<file path="config.mk">
export PLATFORM = sky130hd
export DESIGN_NAME = simple_uart_wb
export DESIGN_NICKNAME = d
export VERILOG_FILES = /design/src/rtl/simple_uart_pkg.sv /design/src/rtl/simple_uart_core.sv /design/src/rtl/simple_uart_wb.sv
export SDC_FILE = /design/constraint.sdc
export NUM_CORES = 1
export LEC_CHECK = 0
export CAP_MARGIN = 0
export CORE_ASPECT_RATIO = 0.5
export CORE_MARGIN = 2
export CORE_UTILIZATION = 56
export CTS_CLUSTER_SIZE = 8
export DETAILED_ROUTE_END_ITERATION = 10
export GPL_TIMING_DRIVEN = 0
export PLACE_DENSITY = 0.88
export SYNTH_ARGS = -nofsm -noshare
export SYNTH_HDL_FRONTEND = slang
export SYNTH_SLANG_ARGS = --single-unit
</file>
<file path="constraint.sdc">
create_clock -name wb_clk_i -period 4.6 [get_ports wb_clk_i]
set_input_delay 0.46 -clock wb_clk_i [delete_from_list [all_inputs] [get_ports wb_clk_i]]
set_output_delay 0.46 -clock wb_clk_i [all_outputs]
set_load 0.005 [all_outputs]
</file>
<file path="src/rtl/simple_uart_pkg.sv">
// Package: simple_uart_pkg
// Purpose: shared constants and types for the Wishbone-wrapped 8N1 UART.
//   Register offsets, reset divider value, serial frame length, FSM state
//   types and the register address helper.
package simple_uart_pkg;

  localparam logic [31:0] DEF_BASE_ADR = 32'h2000_0000;
  localparam logic [7:0]  REG_CLK_DIV  = 8'h00;
  localparam logic [7:0]  REG_DATA     = 8'h04;
  localparam logic [31:0] RESET_DIV    = 32'd1;
  // start + 8 data + stop
  localparam int          FRAME_BITS   = 10;

  typedef enum logic {TX_IDLE, TX_BUSY} tx_state_t;
  typedef enum logic [1:0] {RX_IDLE, RX_START, RX_DATA, RX_STOP} rx_state_t;

  function automatic logic [31:0] reg_addr(input logic [31:0] base, input logic [7:0] ofs);
    return base | {24'h0, ofs};
  endfunction

endpackage

</file>
<file path="src/rtl/simple_uart_core.sv">
// Module: simple_uart_core
// Purpose: 32-bit baud divider, 8N1 transmitter and (optionally) receiver with a
//   byte-level register interface. Each serial bit lasts div+1 clocks; the
//   divider is latched at every bit boundary, so a divider write made mid-frame
//   takes effect from the next bit.
// Configuration: macro UART_RX_EN builds the receiver; without it ser_rx is
//   ignored and rx_valid stays 0.
// Ports:
//   clk, rst_n       clock, asynchronous active-low reset
//   wdata            write data from the bus
//   div_we[3:0]      per-byte divider write enables
//   dat_we           load wdata[7:0] into the transmitter (only while idle)
//   dat_re           data register read; clears rx_valid
//   div              current divider value
//   dat_wait         transmitter busy; a data write must wait
//   rx_byte/rx_valid last received byte and its valid flag
//   ser_tx / ser_rx  serial lines, idle high
module simple_uart_core
  import simple_uart_pkg::*;
(
  input  logic        clk,
  input  logic        rst_n,
  input  logic [31:0] wdata,
  input  logic [3:0]  div_we,
  input  logic        dat_we,
  input  logic        dat_re,
  output logic [31:0] div,
  output logic        dat_wait,
  output logic [7:0]  rx_byte,
  output logic        rx_valid,
  output logic        ser_tx,
  input  logic        ser_rx
);

  // ---------------- divider ----------------
  always_ff @(posedge clk or negedge rst_n) begin
    if (!rst_n) begin
      div <= RESET_DIV;
    end else begin
      for (int i = 0; i < 4; i++) begin
        if (div_we[i]) div[8*i +: 8] <= wdata[8*i +: 8];
      end
    end
  end

  // ---------------- transmitter ----------------
  tx_state_t   tx_state;
  logic [8:0]  tx_shift;  // remaining bits, LSB next; stop bit at the top
  logic [3:0]  tx_bit;    // index of the bit currently on ser_tx
  logic [31:0] tx_cnt;
  logic [31:0] tx_div;    // divider latched for the current bit

  assign dat_wait = (tx_state == TX_BUSY);

  always_ff @(posedge clk or negedge rst_n) begin
    if (!rst_n) begin
      tx_state <= TX_IDLE;
      ser_tx   <= 1'b1;
      tx_shift <= '1;
      tx_bit   <= '0;
      tx_cnt   <= '0;
      tx_div   <= RESET_DIV;
    end else begin
      case (tx_state)
        TX_IDLE: begin
          if (dat_we) begin
            tx_state <= TX_BUSY;
            ser_tx   <= 1'b0;
            tx_shift <= {1'b1, wdata[7:0]};
            tx_bit   <= '0;
            tx_cnt   <= '0;
            tx_div   <= div;
          end
        end
        TX_BUSY: begin
          // equality compare, so div = all-ones never overflows the counter
          if (tx_cnt == tx_div) begin
            tx_cnt <= '0;
            tx_div <= div;
            if (tx_bit == 4'(FRAME_BITS - 1)) begin
              tx_state <= TX_IDLE;
              ser_tx   <= 1'b1;
            end else begin
              ser_tx   <= tx_shift[0];
              tx_shift <= {1'b1, tx_shift[8:1]};
              tx_bit   <= tx_bit + 4'd1;
            end
          end else begin
            tx_cnt <= tx_cnt + 32'd1;
          end
        end
        default: tx_state <= TX_IDLE;
      endcase
    end
  end

  // ---------------- receiver ----------------
`ifdef UART_RX_EN
  rx_state_t   rx_state;
  logic [2:0]  rx_sync;   // [1] is the synchronised line, [2] its previous value
  logic [31:0] rx_cnt;
  logic [31:0] rx_div;
  logic [2:0]  rx_bit;
  logic [7:0]  rx_shift;
  logic        rx_in;
  logic        rx_fall;

  assign rx_in   = rx_sync[1];
  assign rx_fall = rx_sync[2] & ~rx_sync[1];

  always_ff @(posedge clk or negedge rst_n) begin
    if (!rst_n) begin
      rx_sync  <= '1;
      rx_state <= RX_IDLE;
      rx_cnt   <= '0;
      rx_div   <= RESET_DIV;
      rx_bit   <= '0;
      rx_shift <= '0;
      rx_byte  <= '0;
      rx_valid <= 1'b0;
    end else begin
      rx_sync <= {rx_sync[1:0], ser_rx};
      // a byte stored below on this same edge overrides the clear
      if (dat_re) rx_valid <= 1'b0;
      case (rx_state)
        RX_IDLE: begin
          if (rx_fall) begin
            rx_state <= RX_START;
            rx_cnt   <= '0;
            rx_div   <= div;
          end
        end
        RX_START: begin
          if (rx_cnt == (rx_div >> 1)) begin
            rx_cnt   <= '0;
            rx_div   <= div;
            rx_bit   <= '0;
            // line back high at mid start bit: a glitch, not a frame
            rx_state <= rx_in ? RX_IDLE : RX_DATA;
          end else begin
            rx_cnt <= rx_cnt + 32'd1;
          end
        end
        RX_DATA: begin
          if (rx_cnt == rx_div) begin
            rx_cnt   <= '0;
            rx_div   <= div;
            rx_shift <= {rx_in, rx_shift[7:1]};
            rx_bit   <= rx_bit + 3'd1;
            if (rx_bit == 3'd7) rx_state <= RX_STOP;
          end else begin
            rx_cnt <= rx_cnt + 32'd1;
          end
        end
        RX_STOP: begin
          if (rx_cnt == rx_div) begin
            rx_state <= RX_IDLE;
            rx_byte  <= rx_shift;
            rx_valid <= 1'b1;
          end else begin
            rx_cnt <= rx_cnt + 32'd1;
          end
        end
        default: rx_state <= RX_IDLE;
      endcase
    end
  end
`else
  logic rx_unused;
  assign rx_unused = ser_rx ^ dat_re;
  assign rx_byte   = 8'h00;
  assign rx_valid  = 1'b0;
`endif

endmodule

</file>
<file path="src/rtl/simple_uart_wb.sv">
// Module: simple_uart_wb
// Purpose: Wishbone slave wrapper around simple_uart_core. Decodes the divider
//   (BASE_ADR|CLK_DIV) and data (BASE_ADR|DATA) registers and generates a
//   registered single-cycle ack. Handshake: a request is stb & cyc & a decoded
//   address; the access commits on the edge where ack rises, and ack is
//   withheld while a data write finds the transmitter busy.
// Configuration: macro UART_RX_EN enables the receiver; otherwise DATA reads
//   return 32'hFFFF_FFFF.
// Ports:
//   wb_clk_i, wb_rst_i (async, active-low), wb_stb_i, wb_cyc_i, wb_we_i,
//   wb_sel_i[3:0], wb_adr_i[31:0], wb_dat_i[31:0], wb_ack_o, wb_dat_o[31:0],
//   ser_tx, ser_rx
module simple_uart_wb
  import simple_uart_pkg::*;
#(
  parameter logic [31:0] BASE_ADR = DEF_BASE_ADR,
  parameter logic [7:0]  CLK_DIV  = REG_CLK_DIV,
  parameter logic [7:0]  DATA     = REG_DATA
)(
  input  logic        wb_clk_i,
  input  logic        wb_rst_i,
  input  logic        wb_stb_i,
  input  logic        wb_cyc_i,
  input  logic        wb_we_i,
  input  logic [3:0]  wb_sel_i,
  input  logic [31:0] wb_adr_i,
  input  logic [31:0] wb_dat_i,
  output logic        wb_ack_o,
  output logic [31:0] wb_dat_o,
  output logic        ser_tx,
  input  logic        ser_rx
);

  logic        hit_div, hit_dat, req, stall, commit;
  logic [3:0]  div_we;
  logic        dat_we, dat_re, dat_wait, rx_valid;
  logic [31:0] div;
  logic [7:0]  rx_byte;

  assign hit_div = (wb_adr_i == reg_addr(BASE_ADR, CLK_DIV));
  assign hit_dat = (wb_adr_i == reg_addr(BASE_ADR, DATA));
  assign req     = wb_stb_i & wb_cyc_i & (hit_div | hit_dat);
  assign stall   = hit_dat & wb_we_i & wb_sel_i[0] & dat_wait;
  assign commit  = req & ~wb_ack_o & ~stall;

  assign div_we = (commit & wb_we_i & hit_div) ? wb_sel_i : 4'h0;
  assign dat_we = commit & wb_we_i & hit_dat & wb_sel_i[0];
  assign dat_re = commit & ~wb_we_i & hit_dat;

  always_ff @(posedge wb_clk_i or negedge wb_rst_i) begin
    if (!wb_rst_i) begin
      wb_ack_o <= 1'b0;
      wb_dat_o <= '0;
    end else begin
      wb_ack_o <= commit;
      if (commit & ~wb_we_i) begin
        if (hit_div)       wb_dat_o <= div;
        else if (rx_valid) wb_dat_o <= {24'h0, rx_byte};
        else               wb_dat_o <= '1;
      end
    end
  end

  simple_uart_core u_core (
    .clk      (wb_clk_i),
    .rst_n    (wb_rst_i),
    .wdata    (wb_dat_i),
    .div_we   (div_we),
    .dat_we   (dat_we),
    .dat_re   (dat_re),
    .div      (div),
    .dat_wait (dat_wait),
    .rx_byte  (rx_byte),
    .rx_valid (rx_valid),
    .ser_tx   (ser_tx),
    .ser_rx   (ser_rx)
  );

endmodule

</file>
# ---- Word-level counts from Yosys, hierarchy flattened
# Cells that the tools add are included.
dict set report word_totals {
  regBits 144
  latch_bits 0
  mem_bits_rw 0
  rom_bits 0
  in_bits 74
  mem_count 0
}
dict set report classes {
  n_addsub 2
  multipliers 0
  div_mod_pow 0
  order_cmp 0
  eq_ne 7
  n_shift 0
  muxes 24
  bitwise 17
  n_reduce_logical 2
}
# operator count
set op_table {}
lappend op_table {{2-to-1 mux 32 bit} 5}
lappend op_table {{case mux 32 bit (2 select lines)} 2}
lappend op_table {{== test 32 x 30 -> 1 bit, second input constant} 2}
lappend op_table {{adder 32 x 1 -> 32 bit, second input constant} 1}
lappend op_table {{== test 32 bit} 1}
lappend op_table {{2-to-1 mux 9 bit} 3}
lappend op_table {{case mux 9 bit (2 select lines)} 1}
lappend op_table {{2-to-1 mux 4 bit} 4}
lappend op_table {{bitwise AND 1 bit} 12}
lappend op_table {{case mux 4 bit (2 select lines)} 1}
lappend op_table {{2-to-1 mux 1 bit} 6}
lappend op_table {{inequality test 2 bit, second input constant} 3}
lappend op_table {{adder 4 x 1 -> 4 bit, second input constant} 1}
lappend op_table {{== test 4 bit, second input constant} 1}
lappend op_table {{inverter 1 bit} 4}
lappend op_table {{case mux 1 bit (2 select lines)} 2}
lappend op_table {{AND reduction 3 bit} 1}
lappend op_table {{AND reduction 2 bit} 1}
lappend op_table {{OR 1 bit} 1}

# ---- Longest topological paths before layout
dict set report depth {
  word_depth 11
  ltp_mapped 9
}

# ---- Modules after synthesis
# A second synthesis with hierarchy kept.
dict set report hier_totals {
  cells_unflattened 635
  hier_area_um2 7349.5
}
# mod instances cells_per_inst area_each_um2
set modules_own_cells {}
lappend modules_own_cells {simple_uart_core 1 467 5481.5}
lappend modules_own_cells {simple_uart_wb 1 168 1868.0}

# ---- Worst setup path after synthesis
# No wires, ideal clock.
dict set report synth_path {
  path_kind {input -> register}
  start {input port wb_adr_i[18]}
  end {register u_core.div[7]}
  arrival_ns 2.014
  required_ns 4.472
  path_slack_ns 2.458
  cell_stages 6
  path_cell_list {nor4_1 -> and4_1 -> nand3_2 -> nor3b_4 -> nand2_4 -> mux2_1}
}
dict set report synth_between {
  elab_chain_len 9
  elab_cells_between_ends 13
  classes_between {eq/ne: 2; mux: 1; bitwise: 10}
}
# item line
set synth_rtl {}
lappend synth_rtl {{from (decl)} simple_uart_wb.sv:26} ;# input logic [31:0] wb_adr_i,
lappend synth_rtl {{== test 32 x 30 -> 1 bit} simple_uart_wb.sv:41} ;# assign hit_dat = (wb_adr_i == reg_addr(BASE_ADR, DATA));
lappend synth_rtl {{bitwise AND 1 bit (3 in a row)} simple_uart_wb.sv:43} ;# assign stall = hit_dat & wb_we_i & wb_sel_i[0] & dat_wait;
lappend synth_rtl {{inverter 1 bit} simple_uart_wb.sv:44} ;# assign commit = req & ~wb_ack_o & ~stall;
lappend synth_rtl {{bitwise AND 1 bit} simple_uart_wb.sv:44}
lappend synth_rtl {{bitwise AND 1 bit} simple_uart_wb.sv:46} ;# assign div_we = (commit & wb_we_i & hit_div) ? wb_sel_i : 4'h0;
lappend synth_rtl {{bitwise AND 1 bit (*)} simple_uart_wb.sv:46}
lappend synth_rtl {{2-to-1 mux 4 bit (*)} simple_uart_wb.sv:46}
lappend synth_rtl {{to (signal, indexed assignment)} simple_uart_core.sv:41} ;# if (div_we[i]) div[8*i +: 8] <= wdata[8*i +: 8];
lappend synth_rtl {{to (decl)} simple_uart_core.sv:27} ;# output logic [31:0] div,
# Every way passes the cells marked *; elsewhere a longest branch is shown, timed or not.
# A chain may end at the register's enable or synchronous reset.

# ---- Final worst setup path
dict set report layout_path {
  start {register u_core.tx_cnt[14]}
  end {register u_core.ser_tx}
}
dict set report layout_between {
  elab_chain_len 3
}
# item line
set layout_rtl {}
lappend layout_rtl {{from (decl)} simple_uart_core.sv:50} ;# logic [31:0] tx_cnt;
lappend layout_rtl {{from (signal assigned)} simple_uart_core.sv:89} ;# tx_cnt <= tx_cnt + 32'd1;
lappend layout_rtl {{== test 32 bit} simple_uart_core.sv:77} ;# if (tx_cnt == tx_div) begin
lappend layout_rtl {{inequality test 2 bit (no source line)} n/a}
lappend layout_rtl {{AND reduction 2 bit (no source line)} n/a}
lappend layout_rtl {{to (signal assigned)} simple_uart_core.sv:84} ;# ser_tx <= tx_shift[0];
lappend layout_rtl {{to (decl)} simple_uart_core.sv:31} ;# output logic ser_tx,
# No other way between the ends.

==> impl_results.md <==
* Top sig layer: met4
* Ys async rst share at 100%
* Number of synthesized flops with an enable pin at 0
* Reg2reg setup slack at 1790 ps
* Final #Nets at 805
* Drt first pass iters at 6
* Syn nets at 678
* CP startpoint kind: flip-flop
* Critical path peak fanout at 10
* CP Capture Type: flip-flop
* Share of the cycle needed by the critical path after routing at 61.0%
* Share of cells above drive strength 1 at 18.4%
* Clock Skews at 12.6 ps
* Place WS at 1480 ps
* Dominant synthesized flop cell: dfrtp_1
* Max-cap viol count at 0
* CTS tree: built
* Clock Latency Late Sink at 430 ps
* Fill cell count at 748
* Largest net degree at the start of global routing at 86
* Slew HR at 47.9%
* Starting density of the core at 57.2%
* Clk pin slew, worst setup/hold paths at 60 ps
* Final HPWL DP at 13100 um
* Global-route wire length before repair at 30400 um
* Core area at 11800 um2
* Max-slew violation count at 0
* Outcome: completed
* Total CTS buffers at 17
* Grt ovf at 0
* Chip Height at 81.6 um
* Port buffer count at 106
* Setup TNS at 0 ps
* Synth unique cells at 57
* LEAKAGE at 4.12 nW
* Overall global routing resource usage at 30.9%
* Sequential-to-total area share from yosys stat at 53.3%
* Max VDD drop at 0.378 mV
* Area Growth Syn to Fin at 28.0%
* Placed cells at 873
* Worst min path class: reg2reg
* CTS Buffer Depth at 2
* # IOs at 108
* Initial antenna violation count at 0
* Placed Area at 8030 um2
* Pwr/cell area at 317 nW/um2
* Root Buffer: clkbuf_16
* Setup Crit Path Kind: reg2reg
* Gpl congestion at 0.911
* Drt total wl at 19400 um
* Die area at 13000 um2
* RSZ-0062 raised after global routing: no
* Yosys warns at 0
* Post-CTS Resized at 0
* Initial DRC count at 710
* Synthesis-stage register bit count at 143
* H-Tree Depth at 4
* Vias at 5711
* Setup violators final at 0
* Chip Width at 159 um
* Met2 WL at 9000 um
* Min Clock Period, post-route at 2810 ps
* Metal3 WL at 1940 um
* Achievable Freq at 0.356 GHz
* Non-Filler Instances at 906
* Actual slew at the worst max-slew pin at 779 ps
* WL/cell at 21.4 um
* Final setup margin at 1790 ps
* Mapped cell area at 6740 um2
* Diode count at 0
* Fin area at 8630 um2
* Cells after Synth at 601
* Clk sink count at 143
* Syn_area_per_cell at 11.2 um2
* Via/cell ratio at 6.30
* Total power at 0.00274 W
* DRC errors left at 0
* Vias in the first global route at 5535
* Post-route ant nets at 0
* CP arrival at 3140 ps
* Final Hold Viols at 0
* # rows at 28
* Worst path required time at 4940 ps
* Met1 wire length at 7820 um
[where the power goes]
| part | switching [W] | internal, W | total (W) |
|---|---|---|---|
| clock network | 0.000604 | 0.000778 | 0.00138 |
| logic | 0.0000399 | 0.0000585 | 0.0000984 |
| registers | 0.00000000000224 | 0.00126 | 0.00126 |
[final timing paths]
kind                                          startpoint                             end  cells after the start
setup reg to reg           u_core.tx_cnt[14]$_DFFE_PN0P_       u_core.ser_tx$_DFFE_PN1P_                      7
min in group asynchronous                       wb_rst_i        wb_dat_o[26]$_DFFE_PN0P_                      2
hold reg to reg                u_core.ser_tx$_DFFE_PN1P_       u_core.ser_tx$_DFFE_PN1P_                      2
hold / removal                 u_core.ser_tx$_DFFE_PN1P_       u_core.ser_tx$_DFFE_PN1P_                      2
max in group asynchronous                       wb_rst_i  u_core.tx_shift[6]$_DFFE_PN1P_                      3
setup / recovery           u_core.tx_cnt[14]$_DFFE_PN0P_       u_core.ser_tx$_DFFE_PN1P_                      7
[worst max-delay path, cell delays in order (launching register included)]
cell	delay, ps
dfrtp_1	470
xor2_1	200
nor4_1	400
nand4_1	380
o21a_1	370
clkbuf_1	310
a211oi_1	470
a21oi_1	100
[flip-flops by register name, summed over array words and instances, names as in the netlist]
signal / count
u_core.dat_wait: 1
u_core.div: 32
u_core.ser_tx: 1
u_core.tx_bit: 4
u_core.tx_cnt: 32
u_core.tx_div: 32
u_core.tx_shift: 8
wb_ack_o: 1
wb_dat_o: 32
[final cells by class]
type | count | area (um2) | share of cell area (%)
inverters | 8 | 30.0 | 0.348
repair buffers | 108 | 1100 | 12.8
plain buffers | 30 | 156 | 1.81
flip-flops and latches | 143 | 3590 | 41.6
well taps | 165 | 206 | 2.39
clock inverters | 14 | 144 | 1.67
multi-input cells | 420 | 2960 | 34.3
clock buffers | 18 | 439 | 5.09
[layer usage]
metal / vias up / global-route usage [%]
met4: 0 / 12.8
li1: 2420 / -
met5: - / 0
met3: 89 / 8.69
met1: 2839 / 40.0
met2: 363 / 50.2
[cells in the mapped netlist, types with 3 or more instances]
| cell type | number | area, um2 |
|---|---|---|
| a21o_1 | 5 | 37.5 |
| a21oi_1 | 46 | 230 |
| and3_1 | 7 | 43.8 |
| buf_2 | 11 | 55.1 |
| buf_6 | 4 | 45.0 |
| clkbuf_1 | 15 | 56.3 |
| dfrtp_1 | 132 | 3300 |
| dfstp_2 | 11 | 289 |
| ha_1 | 3 | 37.5 |
| inv_1 | 8 | 30.0 |
| mux2_2 | 35 | 394 |
| mux2_4 | 29 | 435 |
| nand2_1 | 25 | 93.8 |
| nand2_4 | 5 | 56.3 |
| nand2b_1 | 3 | 18.8 |
| nand3_1 | 27 | 135 |
| nand4_1 | 13 | 81.3 |
| nor2_1 | 74 | 278 |
| nor3_1 | 8 | 40.0 |
| nor4_1 | 16 | 100 |
| o211ai_1 | 3 | 22.5 |
| o21a_1 | 8 | 60.1 |
| o21ai_0 | 15 | 75.1 |
| o22a_1 | 6 | 52.6 |
| o22ai_1 | 3 | 18.8 |
| o311ai_0 | 8 | 70.1 |
| or3_1 | 8 | 50.1 |
| or4_1 | 4 | 30.0 |
| xor2_1 | 33 | 289 |
[stage by stage]
step | utilization, % | hold WS (ps)
floorplan | - | 164
global placement | 68.0 | 462
detailed placement | 68.2 | 457
CTS | 73.3 | 503
global route | 73.3 | 516
finish | 73.3 | 503
[cell families after synthesis]
| kind of cell | Yosys count | share of synthesized area, % |
|---|---|---|
| fa+ha+maj | 3 | 0.557 |
| xor+xnor | 33 | 4.29 |
| flops | 143 | 53.3 |
| simple gates | 206 | 15.8 |
| compound gates | 113 | 10.8 |
| buf+inv | 38 | 2.77 |
| mux | 65 | 12.5 |
[cell usage in the layout (no fill, tap or decap), types with 3 or more instances in the layout]
| cell type | Yosys | layout |
|---|---|---|
| clkdlybuf4s50_1 | 0 | 105 |
| a21o_1 | 5 | 5 |
| mux2_4 | 29 | 29 |
| nor4_1 | 16 | 16 |
| inv_6 | 0 | 7 |
| buf_2 | 11 | 11 |
| nor2_1 | 74 | 74 |
| mux2_2 | 35 | 35 |
| o311ai_0 | 8 | 8 |
| nor3_1 | 8 | 8 |
| or3_1 | 8 | 8 |
| nand2_4 | 5 | 5 |
| nand2_1 | 25 | 25 |
| o21a_1 | 8 | 8 |
| ha_1 | 3 | 3 |
| or4_1 | 4 | 4 |
| nand3_1 | 27 | 27 |
| o22ai_1 | 3 | 3 |
| clkbuf_1 | 15 | 15 |
| o22a_1 | 6 | 6 |
| xor2_1 | 33 | 33 |
| o211ai_1 | 3 | 3 |
| inv_1 | 8 | 8 |
| nand2b_1 | 3 | 3 |
| and3_1 | 7 | 7 |
| o21ai_0 | 15 | 15 |
| dfstp_2 | 11 | 11 |
| buf_6 | 4 | 5 |
| nand4_1 | 13 | 13 |
| a21oi_1 | 46 | 46 |
| clkbuf_16 | 0 | 17 |
| dfrtp_1 | 132 | 132 |
[what timing repair did]
action / CTS / global route
setup buffers: 0 / 0
endpoints found under the hold margin: 4 / 0
hold buffers: 1 / 0
No activity file was read; power rests on OpenSTA's default activity.
